**src/rtl/vend_controller.sv**
```systemverilog
// Vending transaction sequencer: collects coin credit, latches the selected price,
// requests a buy from the datapath, then dispenses, pays change or refunds.
module vend_controller #(
  parameter int unsigned COIN_V0     = 1,
  parameter int unsigned COIN_V1     = 5,
  parameter int unsigned COIN_V2     = 10,
  parameter int unsigned COIN_V3     = 20,
  parameter int unsigned TIMEOUT_CYC = 1000,
  parameter int unsigned DISP_CYC    = 4
) (
  input  logic        clk,
  input  logic        rst,
  input  logic        coin_valid,
  input  logic [1:0]  coin_sel,
  input  logic        sel_valid,
  input  logic [7:0]  sel_price,
  input  logic        cancel,
  input  logic [1:0]  txn_state,
  input  logic [11:0] txn_change,
  output logic [11:0] currency,
  output logic [7:0]  goods_price,
  output logic        buy_goods,
  output logic        dispense,
  output logic [11:0] change_out,
  output logic        change_valid,
  output logic        short_flag,
  output logic        coin_reject,
  output logic        busy,
  output logic [2:0]  fsm_state
);

  localparam int unsigned TMO_W  = $clog2(TIMEOUT_CYC);
  localparam int unsigned DISP_W = $clog2(DISP_CYC + 1);

  typedef enum logic [2:0] {
    S_IDLE     = 3'd0,
    S_COLLECT  = 3'd1,
    S_EVAL     = 3'd2,
    S_DISPENSE = 3'd3,
    S_PAYOUT   = 3'd4,
    S_REFUND   = 3'd5
  } state_t;

  state_t              state_q, state_d;
  logic [11:0]         currency_q, currency_d;
  logic [7:0]          goods_price_q, goods_price_d;
  logic [11:0]         change_out_q, change_out_d;
  logic                coin_reject_q, coin_reject_d;
  logic                short_flag_q, short_flag_d;
  logic [TMO_W-1:0]    tmo_q, tmo_d;
  logic [DISP_W-1:0]   disp_q, disp_d;

  logic [11:0]         coin_val;
  logic [12:0]         coin_sum;
  logic                coin_fits;

  always_comb begin
    case (coin_sel)
      2'd0:    coin_val = 12'(COIN_V0);
      2'd1:    coin_val = 12'(COIN_V1);
      2'd2:    coin_val = 12'(COIN_V2);
      default: coin_val = 12'(COIN_V3);
    endcase
    coin_sum  = {1'b0, currency_q} + {1'b0, coin_val};
    coin_fits = ~coin_sum[12];
  end

  always_ff @(posedge clk) begin
    if (!rst) begin
      state_q       <= S_IDLE;
      currency_q    <= '0;
      goods_price_q <= '0;
      change_out_q  <= '0;
      coin_reject_q <= 1'b0;
      short_flag_q  <= 1'b0;
      tmo_q         <= '0;
      disp_q        <= '0;
    end else begin
      state_q       <= state_d;
      currency_q    <= currency_d;
      goods_price_q <= goods_price_d;
      change_out_q  <= change_out_d;
      coin_reject_q <= coin_reject_d;
      short_flag_q  <= short_flag_d;
      tmo_q         <= tmo_d;
      disp_q        <= disp_d;
    end
  end

  always_comb begin
    state_d       = state_q;
    currency_d    = currency_q;
    goods_price_d = goods_price_q;
    change_out_d  = change_out_q;
    coin_reject_d = 1'b0;
    short_flag_d  = 1'b0;
    tmo_d         = tmo_q;
    disp_d        = disp_q;
    case (state_q)
      S_IDLE: begin
        if (coin_valid) begin
          currency_d = coin_sum[11:0];
          tmo_d      = '0;
          state_d    = S_COLLECT;
        end
      end
      S_COLLECT: begin
        tmo_d = tmo_q + 1'b1;
        if (cancel) begin
          change_out_d = currency_q;
          currency_d   = '0;
          state_d      = S_REFUND;
        end else if (sel_valid) begin
          goods_price_d = sel_price;
          tmo_d         = '0;
          state_d       = S_EVAL;
        end else if (coin_valid && coin_fits) begin
          currency_d = coin_sum[11:0];
          tmo_d      = '0;
        end else begin
          // A refused coin is not activity, so expiry may coincide with it
          coin_reject_d = coin_valid;
          if (tmo_q == TMO_W'(TIMEOUT_CYC - 1)) begin
            change_out_d = currency_q;
            currency_d   = '0;
            state_d      = S_REFUND;
          end
        end
      end
      S_EVAL: begin
        coin_reject_d = coin_valid;
        case (txn_state)
          2'b00: begin
            change_out_d = txn_change;
            currency_d   = '0;
            disp_d       = '0;
            state_d      = S_DISPENSE;
          end
          2'b01: begin
            change_out_d = '0;
            currency_d   = '0;
            disp_d       = '0;
            state_d      = S_DISPENSE;
          end
          2'b10: begin
            short_flag_d = 1'b1;
            tmo_d        = '0;
            state_d      = S_COLLECT;
          end
          default: begin
            change_out_d = currency_q;
            currency_d   = '0;
            state_d      = S_REFUND;
          end
        endcase
      end
      S_DISPENSE: begin
        coin_reject_d = coin_valid;
        disp_d        = disp_q + 1'b1;
        if (disp_q == DISP_W'(DISP_CYC - 1)) state_d = S_PAYOUT;
      end
      S_PAYOUT: begin
        coin_reject_d = coin_valid;
        state_d       = S_IDLE;
      end
      S_REFUND: begin
        coin_reject_d = coin_valid;
        state_d       = S_IDLE;
      end
      default: state_d = S_IDLE;
    endcase
  end

  always_comb begin
    buy_goods    = (state_q == S_EVAL);
    dispense     = (state_q == S_DISPENSE);
    change_valid = (state_q == S_PAYOUT) || (state_q == S_REFUND);
    busy         = (state_q == S_EVAL) || (state_q == S_DISPENSE) || (state_q == S_PAYOUT);
  end

  assign currency    = currency_q;
  assign goods_price = goods_price_q;
  assign change_out  = change_out_q;
  assign coin_reject = coin_reject_q;
  assign short_flag  = short_flag_q;
  assign fsm_state   = state_q;

endmodule

```
**config.mk**
```make
export PLATFORM = sky130hd
export DESIGN_NAME = vend_controller
export DESIGN_NICKNAME = d
export VERILOG_FILES = /design/src/rtl/vend_controller.sv
export SDC_FILE = /design/constraint.sdc
export NUM_CORES = 1
export LEC_CHECK = 0
export ABC_AREA = 1
export CORE_MARGIN = 3
export CORE_UTILIZATION = 54
export DETAILED_ROUTE_END_ITERATION = 16
export HOLD_SLACK_MARGIN = 0.06
export PLACE_DENSITY_LB_ADDON = 0.12
export SETUP_SLACK_MARGIN = 0.1
export SYNTH_ARGS = -nofsm -noshare
export SYNTH_HDL_FRONTEND = slang
export SYNTH_SLANG_ARGS = --single-unit
```
**constraint.sdc**
```tcl
create_clock -name clk -period 6.7 [get_ports clk]
set_clock_uncertainty 0.15 [all_clocks]
set_input_delay 1.34 -clock clk [delete_from_list [all_inputs] [get_ports clk]]
set_output_delay 1.34 -clock clk [all_outputs]
set_load 0.03 [all_outputs]
```
* After elaboration in Yosys (flattened, before gate mapping)
Cells that the tools add are included.
** Storage, ports and cells
- Bits in registers :: 50
- Output and inout bits :: 41
- Word-level logic and storage cells :: 89
- Input bits :: 29
** Operators by class
- Reductions and logical operators :: 19
- Bitwise gates (word level) :: 2
- Eq/ne operators :: 22
- Add/subtract/negate cells :: 3
- Mux-type cells :: 35
** Operator list (number)
- 12-bit two-way mux :: 10
- 12-bit one-hot mux with 3 select lines :: 2
- 10-bit two-way mux :: 5
- 10-bit one-hot mux with 3 select lines :: 1
- 12-bit one-hot mux with 2 select lines :: 1
- 3-bit two-way mux :: 7
- 5-bit one-hot mux with 3 select lines :: 1
- 12-bit by 12-bit adder with 13-bit output :: 1
- 4-bit inequality test (second input constant) :: 3
- 3-bit one-hot mux with 2 select lines :: 2
- 3-bit one-hot mux with 4 select lines :: 1
- 10-bit by 1-bit adder with 10-bit output (second input constant) :: 1
- 10-bit equality test (second input constant) :: 1
- 5-bit AND reduction :: 2
- 3-bit by 2-bit equality test with 1-bit output (second input constant) :: 3
- 3-bit inequality test (second input constant) :: 3
- 3-bit equality test (second input constant) :: 2
- 2-bit inequality test (second input constant) :: 3
- 3-bit AND reduction :: 2
- 2-bit by 1-bit equality test with 1-bit output (second input constant) :: 2
- 2-bit equality test (second input constant) :: 2
- 2-bit zero test :: 2
- 1-bit two-way mux :: 4
- 2-bit by 1-bit inequality test with 1-bit output (second input constant) :: 2
- 13 further kinds :: 18

* Depth between registers and ports, before layout
- Depth after elaboration :: 9
- Depth in mapped cells :: 16
- Gate-level depth less buffers :: 15

* Worst setup path after synthesis
No wires, ideal clock.
- Kind :: input to register
- Start :: input coin_sel[1]
- End :: register change_out_q[0], in the netlist change_out[0]
- Setup time :: 0.110 ns
- Setup slack :: 3.542 ns
- Arrival :: 2.898 ns
- Stages :: 15
- Cells stage by stage :: inv_1 nor2_1 inv_1 fa_1 inv_1 nand2_1 nand2_1 nand2_1 nor2_2 nor2_2 nand4_2 buf_2 nand4_1 nand2_1 nor2_1
** On the way
- Cells in the longest elaborated chain, start to end :: 7
- Elaborated cells on any way between the ends :: 9
- Classes of those cells :: 1 x add/sub; 3 x eq/ne; 1 x mux; 1 x bitwise; 3 x reduce/logical
** Ends and longest elaborated chain
- start, declared :: RTL line 14 : input logic [1:0] coin_sel,
- 2-bit equality test, or another cell as far along :: RTL line 58 : case (coin_sel)
- 5-bit one-hot mux with 3 select lines (*) :: RTL line 58
- 12-bit by 12-bit adder with 13-bit output (*) :: RTL line 64 : coin_sum = {1'b0, currency_q} + {1'b0, coin_val};
- 1-bit NOT (*) :: RTL line 65 : coin_fits = ~coin_sum[12];
- 1-bit logical AND (*) :: RTL line 117 : end else if (coin_valid && coin_fits) begin
- 3-bit inequality test (no source line) (*)
- 5-bit AND reduction (no source line) (*)
- end signal, assigned :: RTL line 82 : change_out_q <= change_out_d;
- end, declared :: RTL line 47 : logic [11:0] change_out_q, change_out_d;
Mark *: on every way between the ends. The rest lies on a longest branch, timed or not.
A chain may end at the register's enable or synchronous reset.

* Worst setup path after layout
- Start :: input coin_sel[1]
- End :: register currency_q[0], in the netlist currency[0]
** On the way
- Cells in the longest elaborated chain, start to end :: 9
- Elaborated cells on any way between the ends :: 14
- Classes of those cells :: 1 x add/sub; 3 x eq/ne; 6 x mux; 1 x bitwise; 3 x reduce/logical
** Ends and longest elaborated chain
- 2-bit equality test, or another cell as far along :: RTL line 58
- 5-bit one-hot mux with 3 select lines (*) :: RTL line 58
- 12-bit by 12-bit adder with 13-bit output (*) :: RTL line 64
- 1-bit NOT :: RTL line 65
- 1-bit logical AND :: RTL line 117
- 12-bit two-way mux :: RTL line 117
- 12-bit two-way mux :: RTL line 113 : end else if (sel_valid) begin
- 12-bit two-way mux :: RTL line 109 : if (cancel) begin
- 12-bit one-hot mux with 3 select lines :: RTL line 99 : case (state_q)
- end signal, assigned :: RTL line 80 : currency_q <= currency_d;
- end, declared :: RTL line 45 : logic [11:0] currency_q, currency_d;
Mark *: on every way between the ends. The rest lies on a longest branch, timed or not. The select of a mux whose other input is x is not followed.

==> results.toml <==
[status]
run_status = "completed"

[cts]
numCtsBuffers = 5
clkSlewWorstSetupHoldPaths_ns = 0.08
cts-hold-fix-buffers = 0
cts.sinks = 50
post_cts_buffers = 0
cts-root-buf = "clkbuf_8"
clock_path_buffers = 2
cts_tree = "done"
cts_max_level = 2
ctsResizeCount = 0
clk_latency_ns = 0.30

[placed_design]
dpl_cell_area_mm2 = 0.003626
dp_slack_ns = 2.592
dp_hpwl_um = 5435
place_congestion = 0.8962
io_buffers = 69
dp.cells = 566

[worst_setup_path]
crit_required_ns = 6.73
cp.arrival_ns = 3.85
path_delay_family = "simple AND/OR/NAND/NOR gates"
crit_chain = "clkdlybuf4s50_1 > inv_1 > nor2_1 > inv_1 > fa_1 > inv_1 > nand2_1 > nand2_1 > nand2_1 > nor2_2 > nor2_2 > nand4_2 > nand3_4 > nand2_2 > nor2_1"
rrSetupSlack_ns = 4.05
worst_setup_path_end_kind = "flop"
startpoint_type = "primary input"
slowest_stage = "clkdlybuf4s50_1"
crit_type = "primary input to flop"
worstPathMaxFanout = 15
max_stage_delay_ns = 0.48
path_buf_inv = 4

[pwr]
p_per_area_mw_per_mm2 = 218.2
comb_power_share = 0.372
clockPowerShare = 0.201
p_leak_nw = 1.648
p_seq_frac = 0.426
p_switching_mw = 0.2956
max-vdd-ir-drop_v = 0.0001096
p_int_mw = 0.5122
total_power_mw = 0.8077
swShare = 0.3659

[sta]
setup_viol = 0
finalHoldViolations = 0
setup_slack_ns = 2.881
fin_crit_ns = 3.819
finalSetupTns_ns = 0
slew_headroom = 0.4610
worstMarginPinSlew_ns = 0.8055
fmax_ghz = 0.2618
holdWs_ns = 0.3204
period_share = 0.5700
slew_violations = 0
grt_setup_unrepaired = "false"

[routing]
highest_layer = "met4"
dr_total_vias = 2956
via_per_inst = 5.159
drt_iter0_drc = 211
routed-wl-met2_um = 3402
wl_met3_um = 343
wl_met1_um = 3238
finalWirelength_um = 7107
post-route-drc-count = 0
drtAntennaViolNets = 0
wl_per_cell_um = 12.40
first_pass_iters = 4

[floorplan]
die_h_um = 79.41
io_pins = 70
num_rows = 26
core_area_mm2 = 0.005172
die_w_um = 79.41
start_util = 0.5627
dieArea_mm2 = 0.006306

[global_routing]
track_usage = 0.2391
grt_pass1_wl_um = 12300
grt_pass1_vias = 2767
grt_overflow = 0
antenna_found_initial = 0
grt_max_degree = 29

[finish]
final_nets = 541
final_cell_mix = "nand2_1, nor2_1, inv_1"
final_common_cell = "nand2_1"
area_growth_pct = 27.21
final_area_mm2 = 0.003702
final_util = 0.7158
drive_gt1_frac = 0.05169
finalNonFillerCells = 573
diodes = 0

[yosys]
synthCells = 440
syn_avg_cell_area_um2 = 6.614
netlist_area_mm2 = 0.002910
synth_fp_nets = 478
ys_seq_area_frac = 0.3439
ys_seq_elements = 50
yosys_warnings = 0
synth_cell_types = 36

[flow_run]
maxCapViolCount = 0

[worst_hold_path]
hold_class = "flop to flop"
-- Yosys cell counts (all sizes together) --
| library cell | n | share of area |
|---|---|---|
| a21oi | 14 | 0.028 |
| a311oi | 1 | 0.0030 |
| a31oi | 1 | 0.0022 |
| a32oi | 12 | 0.036 |
| buf | 8 | 0.016 |
| clkbuf | 6 | 0.0077 |
| dfxtp | 50 | 0.34 |
| fa | 1 | 0.0069 |
| ha | 8 | 0.034 |
| inv | 77 | 0.099 |
| nand2 | 95 | 0.12 |
| nand3 | 28 | 0.058 |
| nand3b | 2 | 0.0052 |
| nand4 | 17 | 0.039 |
| nor2 | 78 | 0.10 |
| nor3 | 7 | 0.016 |
| o21ai | 18 | 0.031 |
| o22ai | 2 | 0.0043 |
| o31ai | 1 | 0.0026 |
| or2 | 5 | 0.011 |
| xnor2 | 3 | 0.0090 |
| xor2 | 6 | 0.018 |
-- kinds of logic (layout without fill, tap and decap cells) --
group                      count (synthesis)  after routing  share of synthesized area
AOI/OAI and AO/OA                         49             49                     0.1071
xor gates and xnor gates                   9              9                    0.02709
adders and majority gates                  9              9                    0.04127
buffers and inverters                     91            154                     0.1234
DFF                                       50             50                     0.3439
and+or+nand+nor                          232            232                     0.3573
-- routing by layer --
| layer | track usage | vias up |
|---|---|---|
| li1 | - | 1523 |
| met1 | 0.3098 | 1333 |
| met2 | 0.4057 | 86 |
| met3 | 0.04289 | 14 |
| met4 | 0.07045 | 0 |
| met5 | 0 | - |
-- power by group through the flow --
stage,registers (mW),logic (mW),clock network [mW]
floorplan,0.395,0.157,0
detailed placement,0.352,0.299,0
finish,0.344,0.301,0.163
CTS,0.345,0.301,0.168
global placement,0.351,0.293,0
global route,0.348,0.335,0.178
-- worst min-delay path, cell delays in order (launching register included) --
cell     delay (ns)
dfxtp_1        0.32
nand2_1        0.06
a21oi_1        0.05
-- final cells by class --
| type | count | area (µm²) |
|---|---|---|
| multi-input cells | 299 | 1550 |
| fillers | 427 | 1470 |
| inverters | 77 | 289.0 |
| repair buffers | 70 | 698.2 |
| well taps | 70 | 87.58 |
| clock buffers | 7 | 76.32 |
| flip-flops and latches | 50 | 1001 |
-- flip-flops by register name, summed over array words and instances, names as in the netlist --
register     flops
fsm_state        3
short_flag       1
goods_price      8
currency        12
change_out      12
coin_reject      1
disp_q           3
tmo_q           10
-- path summary, 6_finish.rpt --
check                           start                       end  cells past startpoint
max                       coin_sel[1]  currency[0]$_SDFFE_PN0P_                     15
min            disp_q[2]$_SDFFE_PN0P_    disp_q[2]$_SDFFE_PN0P_                      2
max reg2reg  currency[0]$_SDFFE_PN0P_  currency[0]$_SDFFE_PN0P_                     13
min reg2reg    disp_q[2]$_SDFFE_PN0P_    disp_q[2]$_SDFFE_PN0P_                      2
Note: power is estimated with default switching activity, not from simulation.
